### src/rtl/mmio_uc_responder.sv
// mmio_uc_responder
// Behavioural responder for the data cache's uncacheable read/write memory
// interfaces. It serves a 32-byte simulation register window at BASE_ADDR:
//   +0x00 TOHOST (RW), +0x08 FROMHOST (RW), +0x10 SCRATCH (RW),
//   +0x18 MTIME (RO, free-running, writes silently ignored).
// Ports:
//   clk_i, rstn_i             clock, asynchronous active-low reset
//   rd_req_* / rd_resp_*      uncached read request / response channel
//   wr_req_* / wr_data_* /    uncached write request, data and response
//   wr_resp_*                   channels
//   tohost_valid_o, tohost_o  end-of-test pulse and current TOHOST value
// One transaction in flight per channel; read and write sides are independent.
module mmio_uc_responder #(
  parameter int                    ADDR_WIDTH = 40,
  parameter int                    DATA_WIDTH = 64,
  parameter int                    ID_WIDTH   = 4,
  parameter logic [ADDR_WIDTH-1:0] BASE_ADDR  = 'h4000_0000
) (
  input  logic                    clk_i,
  input  logic                    rstn_i,
  input  logic                    rd_req_valid_i,
  output logic                    rd_req_ready_o,
  input  logic [ADDR_WIDTH-1:0]   rd_req_addr_i,
  input  logic [7:0]              rd_req_len_i,
  input  logic [2:0]              rd_req_size_i,
  input  logic [ID_WIDTH-1:0]     rd_req_id_i,
  input  logic [1:0]              rd_req_command_i,
  output logic [ID_WIDTH-1:0]     rd_req_base_id_o,
  output logic                    rd_resp_valid_o,
  input  logic                    rd_resp_ready_i,
  output logic [DATA_WIDTH-1:0]   rd_resp_data_o,
  output logic [ID_WIDTH-1:0]     rd_resp_id_o,
  output logic                    rd_resp_error_o,
  output logic                    rd_resp_last_o,
  input  logic                    wr_req_valid_i,
  output logic                    wr_req_ready_o,
  input  logic [ADDR_WIDTH-1:0]   wr_req_addr_i,
  input  logic [7:0]              wr_req_len_i,
  input  logic [2:0]              wr_req_size_i,
  input  logic [ID_WIDTH-1:0]     wr_req_id_i,
  input  logic [1:0]              wr_req_command_i,
  output logic [ID_WIDTH-1:0]     wr_req_base_id_o,
  input  logic                    wr_data_valid_i,
  output logic                    wr_data_ready_o,
  input  logic [DATA_WIDTH-1:0]   wr_data_i,
  input  logic [DATA_WIDTH/8-1:0] wr_be_i,
  input  logic                    wr_last_i,
  output logic                    wr_resp_valid_o,
  input  logic                    wr_resp_ready_i,
  output logic [ID_WIDTH-1:0]     wr_resp_id_o,
  output logic                    wr_resp_error_o,
  output logic                    wr_resp_is_atomic_o,
  output logic                    tohost_valid_o,
  output logic [63:0]             tohost_o
);

  localparam int         REP        = DATA_WIDTH / 64;
  localparam logic [1:0] CMD_READ   = 2'd0;
  localparam logic [1:0] CMD_WRITE  = 2'd1;
  localparam logic [1:0] CMD_ATOMIC = 2'd2;

  typedef enum logic       {R_IDLE, R_RESP}         rstate_t;
  typedef enum logic [1:0] {W_IDLE, W_DATA, W_RESP} wstate_t;

  // Any request this window cannot serve as a single aligned beat of the
  // channel's own command. ATOMIC never matches either channel.
  function automatic logic req_bad(input logic [ADDR_WIDTH-1:0] addr,
                                   input logic [7:0] len, input logic [2:0] size,
                                   input logic [1:0] cmd, input logic [1:0] want);
    logic mis;
    case (size)
      3'd1:    mis = addr[0];
      3'd2:    mis = |addr[1:0];
      3'd3:    mis = |addr[2:0];
      default: mis = 1'b0;
    endcase
    return (addr[ADDR_WIDTH-1:5] != BASE_ADDR[ADDR_WIDTH-1:5]) || mis ||
           (size > 3'd3) || (len != 8'd0) || (cmd != want);
  endfunction

  logic              rst_done_q;
  rstate_t           rd_state_q, rd_state_d;
  wstate_t           wr_state_q, wr_state_d;
  logic [63:0]       tohost_q, fromhost_q, scratch_q, mtime_q;
  logic [3:0][63:0]  regs_v;
  logic              rd_cap, wr_cap, wr_beat, commit;
  logic [63:0]       rd_data_q;
  logic [ID_WIDTH-1:0] rd_id_q, w_id_q;
  logic              rd_err_q, w_err_q, w_atomic_q, w_first_q;
  logic [1:0]        w_idx_q;
  logic [63:0]       w_merged;
  logic              tohost_valid_q;

  assign regs_v = {mtime_q, scratch_q, fromhost_q, tohost_q};

  // Holds the request readies low during reset and releases them one edge later.
  always_ff @(posedge clk_i or negedge rstn_i)
    if (!rstn_i) rst_done_q <= 1'b0;
    else         rst_done_q <= 1'b1;

  // Read FSM
  always_ff @(posedge clk_i or negedge rstn_i)
    if (!rstn_i) rd_state_q <= R_IDLE;
    else         rd_state_q <= rd_state_d;

  always_comb begin
    rd_state_d      = rd_state_q;
    rd_req_ready_o  = 1'b0;
    rd_resp_valid_o = 1'b0;
    rd_cap          = 1'b0;
    case (rd_state_q)
      R_IDLE: begin
        rd_req_ready_o = rst_done_q;
        rd_cap         = rst_done_q && rd_req_valid_i;
        if (rd_cap) rd_state_d = R_RESP;
      end
      R_RESP: begin
        rd_resp_valid_o = 1'b1;
        if (rd_resp_ready_i) rd_state_d = R_IDLE;
      end
      default: rd_state_d = R_IDLE;
    endcase
  end

  // Captured at the handshake edge, so a same-edge write is not visible.
  always_ff @(posedge clk_i or negedge rstn_i)
    if (!rstn_i) begin
      rd_data_q <= '0;
      rd_id_q   <= '0;
      rd_err_q  <= 1'b0;
    end else if (rd_cap) begin
      rd_id_q  <= rd_req_id_i;
      rd_err_q <= req_bad(rd_req_addr_i, rd_req_len_i, rd_req_size_i,
                          rd_req_command_i, CMD_READ);
      rd_data_q <= req_bad(rd_req_addr_i, rd_req_len_i, rd_req_size_i,
                           rd_req_command_i, CMD_READ) ? '0 : regs_v[rd_req_addr_i[4:3]];
    end

  assign rd_req_base_id_o = '0;
  assign rd_resp_data_o   = {REP{rd_data_q}};
  assign rd_resp_id_o     = rd_id_q;
  assign rd_resp_error_o  = rd_err_q;
  assign rd_resp_last_o   = rd_resp_valid_o;

  // Write FSM
  always_ff @(posedge clk_i or negedge rstn_i)
    if (!rstn_i) wr_state_q <= W_IDLE;
    else         wr_state_q <= wr_state_d;

  always_comb begin
    wr_state_d      = wr_state_q;
    wr_req_ready_o  = 1'b0;
    wr_data_ready_o = 1'b0;
    wr_resp_valid_o = 1'b0;
    wr_cap          = 1'b0;
    wr_beat         = 1'b0;
    case (wr_state_q)
      W_IDLE: begin
        wr_req_ready_o = rst_done_q;
        wr_cap         = rst_done_q && wr_req_valid_i;
        if (wr_cap) wr_state_d = W_DATA;
      end
      W_DATA: begin
        wr_data_ready_o = 1'b1;
        wr_beat         = wr_data_valid_i;
        if (wr_beat && wr_last_i) wr_state_d = W_RESP;
      end
      W_RESP: begin
        wr_resp_valid_o = 1'b1;
        if (wr_resp_ready_i) wr_state_d = W_IDLE;
      end
      default: wr_state_d = W_IDLE;
    endcase
  end

  always_ff @(posedge clk_i or negedge rstn_i)
    if (!rstn_i) begin
      w_idx_q    <= '0;
      w_id_q     <= '0;
      w_err_q    <= 1'b0;
      w_atomic_q <= 1'b0;
      w_first_q  <= 1'b0;
    end else if (wr_cap) begin
      w_idx_q    <= wr_req_addr_i[4:3];
      w_id_q     <= wr_req_id_i;
      w_err_q    <= req_bad(wr_req_addr_i, wr_req_len_i, wr_req_size_i,
                            wr_req_command_i, CMD_WRITE);
      w_atomic_q <= (wr_req_command_i == CMD_ATOMIC);
      w_first_q  <= 1'b1;
    end else if (wr_beat) begin
      w_first_q  <= 1'b0;
    end

  // Only the first beat of an error-free request touches the register file.
  assign commit = wr_beat && w_first_q && !w_err_q;

  always_comb begin
    w_merged = regs_v[w_idx_q];
    for (int b = 0; b < 8; b++)
      if (wr_be_i[b]) w_merged[8*b +: 8] = wr_data_i[8*b +: 8];
  end

  always_ff @(posedge clk_i or negedge rstn_i)
    if (!rstn_i) begin
      tohost_q       <= '0;
      fromhost_q     <= '0;
      scratch_q      <= '0;
      mtime_q        <= '0;
      tohost_valid_q <= 1'b0;
    end else begin
      mtime_q        <= mtime_q + 64'd1;
      tohost_valid_q <= commit && (w_idx_q == 2'd0) && w_merged[0];
      if (commit)
        case (w_idx_q)
          2'd0:    tohost_q   <= w_merged;
          2'd1:    fromhost_q <= w_merged;
          2'd2:    scratch_q  <= w_merged;
          default: ; // MTIME is read-only
        endcase
    end

  assign wr_req_base_id_o    = '0;
  assign wr_resp_id_o        = w_id_q;
  assign wr_resp_error_o     = w_err_q;
  assign wr_resp_is_atomic_o = w_atomic_q;
  assign tohost_valid_o      = tohost_valid_q;
  assign tohost_o            = tohost_q;

endmodule

### config.mk
export PLATFORM = sky130hd
export DESIGN_NAME = mmio_uc_responder
export DESIGN_NICKNAME = d
export VERILOG_FILES = /design/src/rtl/mmio_uc_responder.sv
export SDC_FILE = /design/constraint.sdc
export NUM_CORES = 1
export LEC_CHECK = 0
export BUFFER_PORTS_ARGS = -buffer_cell sky130_fd_sc_hd__clkbuf_2
export CORE_ASPECT_RATIO = 1.4
export CORE_MARGIN = 4
export CORE_UTILIZATION = 45
export CTS_CLUSTER_SIZE = 30
export DETAILED_ROUTE_END_ITERATION = 12
export PLACE_DENSITY_LB_ADDON = 0.3
export SLEW_MARGIN = 30
export SYNTH_ARGS = -nofsm -noshare
export SYNTH_HDL_FRONTEND = slang
export SYNTH_SLANG_ARGS = --single-unit
### constraint.sdc
create_clock -name clk_i -period 4.7 [get_ports clk_i]
set_input_delay 1.175 -clock clk_i [delete_from_list [all_inputs] [get_ports clk_i]]
set_output_delay 1.175 -clock clk_i [all_outputs]
set_load 0.01 [all_outputs]
==> out/results.txt <==
Leak Pwr: 9.433 nW
Die Span X: 171.5 um
# Max-Cap Violations: 0
Starting density of the core: 0.4569
Slew Viols, Final: 0
# port buffers: 339
Top cells by area, synth: dfrtp_1, mux4_2, o21ai_0
Root buffer cell: clkbuf_16
CTS Sinks: 339
Crit path from: rd_req_addr_i[22]
Vias in the first global route: 13440
Leading area contributor after synthesis: dfrtp_1
RR Endpoint: scratch_q[0]
Routed Antenna Nets: 0
Final period utilization: 0.6223
Worst path arrival time: 3.35 ns
Ports: 348
Req. time, crit path: 5.12 ns
Finish-stage setup viols: 0
GRT busiest layer: met2
PwrDens: 416.0 nW/um2
Cells after Synth: 1490
YS warnings: 0
Hold depth: 2
FF-to-FF setup slack: 1.90 ns
Post-layout instance area: 20100 um2
Startpoint Class: input pin
Hold Fails Final Rpt: 0
Total track usage: 0.2194
Yosys reg bits: 339
Clock Skews: 0.01830 ns
DRT iter0 DRCs: 793
GPL Wtd Cong: 0.7958
Area grow syn2layout: 19.30%
Post_cts resized: 0
WS Path Type: in2reg
Drt drc: 0
Vias: 12670
Cell Area, Synth: 16840 um2
Main synth FF type: dfrtp_1
GRT overflow: 0
Worst IR Drop VDD: 0.0003045 V
Fmax: 0.3419 GHz
Setup Fix Bufs, Post-CTS: 0
RSZ-0062 raised after global routing: no
Wire length per cell: 19.29 um
DIE AREA: 40640 um2
CORE AREA: 36870 um2
Share of the yosys chip area belonging to registers: 0.5036
Synth Area per Inst: 11.31 um2
Worst Hold Endpoint: rd_resp_data_o[32]
Clk slew on worst S/H paths: 0.06 ns
Clk_lat worst skew: 0.53 ns
Pre-antenna DRT Iters: 7
Clk buf depth: 3
Fraction of registers with async set/reset: 1.000
Synth top area share: 0.5036
Hold_buf cts: 0
Vias per cell: 5.565
Met3 usage in global routing: 0.03223
Worst hold path class: reg2reg
Final HPWL from detailed placement: 29.96 mm
Largest net degree at the start of global routing: 121
R2R Path Start: w_idx_q[0]
Worst Reg2Reg Path Length in Cells: 4
Die Y: 236.9 um
# nets final: 1978
TritonCTS clock tree: done
Max Fanout on Critical Path: 65
Final min period: 2.925 ns
Initial antenna violation count: 0
Hold path start: rd_resp_data_o[32]
First-pass GRT wire length: 71.25 mm
Total CTS buffers: 36
GR Util met2: 0.3860
DP Area: 18880 um2
Tightest Pin Transition: 0.8641 ns
Number of diodes: 0
Status: complete, no violations
Critical Path Sink Type: flop
Fin Setup TNS: 0 ns
Slew HR: 0.4186
# rows: 83
CTS HTree Levels: 2
Fraction of layout cells with a size suffix above 1: 0.3144
Yosys cell types: 42
Final wirelength: 43.93 mm
EDFF count, synth: 0
Grt met1 use: 0.2822
layout make-up:
| class | instances | area, um2 |
|---|---|---|
| repair buffers | 360 | 1959 |
| clock buffers | 52 | 1054 |
| fillers | 3218 | 16770 |
| clock inverters | 13 | 110.1 |
| inverters | 77 | 289.0 |
| flip-flops and latches | 339 | 8491 |
| well taps | 467 | 584.3 |
| multi-input cells | 969 | 7610 |
cells in the final DEF (no fill, tap or decap), types with 3 or more instances in the layout:
| cell type | instances |
|---|---|
| a21oi_1 | 131 |
| and3_1 | 8 |
| and4_1 | 8 |
| buf_12 | 4 |
| buf_4 | 17 |
| clkbuf_1 | 9 |
| clkbuf_16 | 38 |
| clkbuf_2 | 336 |
| clkbuf_8 | 5 |
| clkinv_2 | 8 |
| conb_1 | 9 |
| dfrtp_1 | 337 |
| inv_1 | 77 |
| mux2_2 | 9 |
| mux2i_1 | 64 |
| mux4_2 | 128 |
| nand2_1 | 150 |
| nand2b_1 | 3 |
| nand3_1 | 27 |
| nand4_1 | 25 |
| nor2_1 | 143 |
| nor2b_1 | 3 |
| nor3_1 | 3 |
| nor4_1 | 27 |
| nor4_2 | 3 |
| nor4_4 | 3 |
| o21ai_0 | 136 |
| or3_1 | 3 |
| xnor2_1 | 41 |
| xor2_1 | 21 |
metal layers:
metal | vias to the layer above | wire (um) | part of all wire
li1 | 5865 | - | -
met1 | 6359 | 17510 | 0.40
met2 | 396 | 23240 | 0.53
met3 | 51 | 2335 | 0.053
met4 | 0 | 848 | 0.019
met5 | - | 0 | 0
worst max path at each step:
stage                                   end  cells past startpoint
after floorplan           rd_resp_data_o[0]                      7
after global placement      rd_resp_error_o                      7
after detailed placement  rd_resp_data_o[1]                      7
after CTS                 rd_resp_data_o[0]                      7
after global routing          scratch_q[15]                      4
final                     rd_resp_data_o[0]                      7
metrics by stage:
stage          power, W  setup slack (ns)    util  hold WS [ns]  std cells
2_1_floorplan  0.004920             1.789       -        0.4499       1497
3_3_place_gp   0.005553             1.309  0.5121        0.4599       2210
3_5_place_dp   0.005623             1.255  0.5121        0.4689       2210
4_1_cts        0.008458             1.781  0.5436        0.4818       2275
5_1_grt        0.008794             1.630  0.5451        0.4905       2277
6_report       0.008361             1.775  0.5451        0.4754       2277
critical path, cell delays in order:
cell,delay (ns)
clkbuf_2,0.07
or4_1,0.52
nor3_1,0.14
o21ai_0,0.10
or4_2,0.64
buf_4,0.35
o21ai_0,0.30
where the power goes:
part / switching [W] / leakage, nW / total (W) / internal [W]
clock: 0.00119 / 0.572 / 0.00281 / 0.00162
combinational: 0.000848 / 4.23 / 0.00181 / 0.000964
sequential: 0.000461 / 4.64 / 0.00374 / 0.00328
synthesized netlist by cell type, types with 9 or more instances:
master,n
a21oi_1,131
buf_1,15
buf_2,15
buf_4,10
clkbuf_1,67
dfrtp_1,339
inv_1,77
mux2_2,9
mux2i_1,64
mux4_2,128
nand2_1,151
nand3_1,27
nand4_1,25
nor2_1,143
nor4_1,28
o21ai_0,136
xnor2_1,41
xor2_1,21
sequential cells by signal, summed over array words and instances (netlist names):
signal               count
fromhost_q              64
mtime_q                 64
rd_resp_data_o          64
rd_resp_error_o          1
rd_resp_id_o             4
rd_state_q               1
rst_done_q               1
scratch_q               64
tohost_o                64
tohost_valid_o           1
w_first_q                1
w_idx_q                  2
wr_resp_error_o          1
wr_resp_id_o             4
wr_resp_is_atomic_o      1
wr_state_q               2
kinds of logic after synthesis:
family                     after synthesis  synth area share
AOI/OAI and AO/OA                      270           0.08067
adders and majority gates                1         0.0007427
xor gates and xnor gates                62           0.03224
other                                    2         0.0004458
muxes                                  201            0.2152
and+or+nand+nor                        426            0.1194
buffers and inverters                  189           0.04769
DFF                                    339            0.5036
Power figures use the tool's default switching activity.
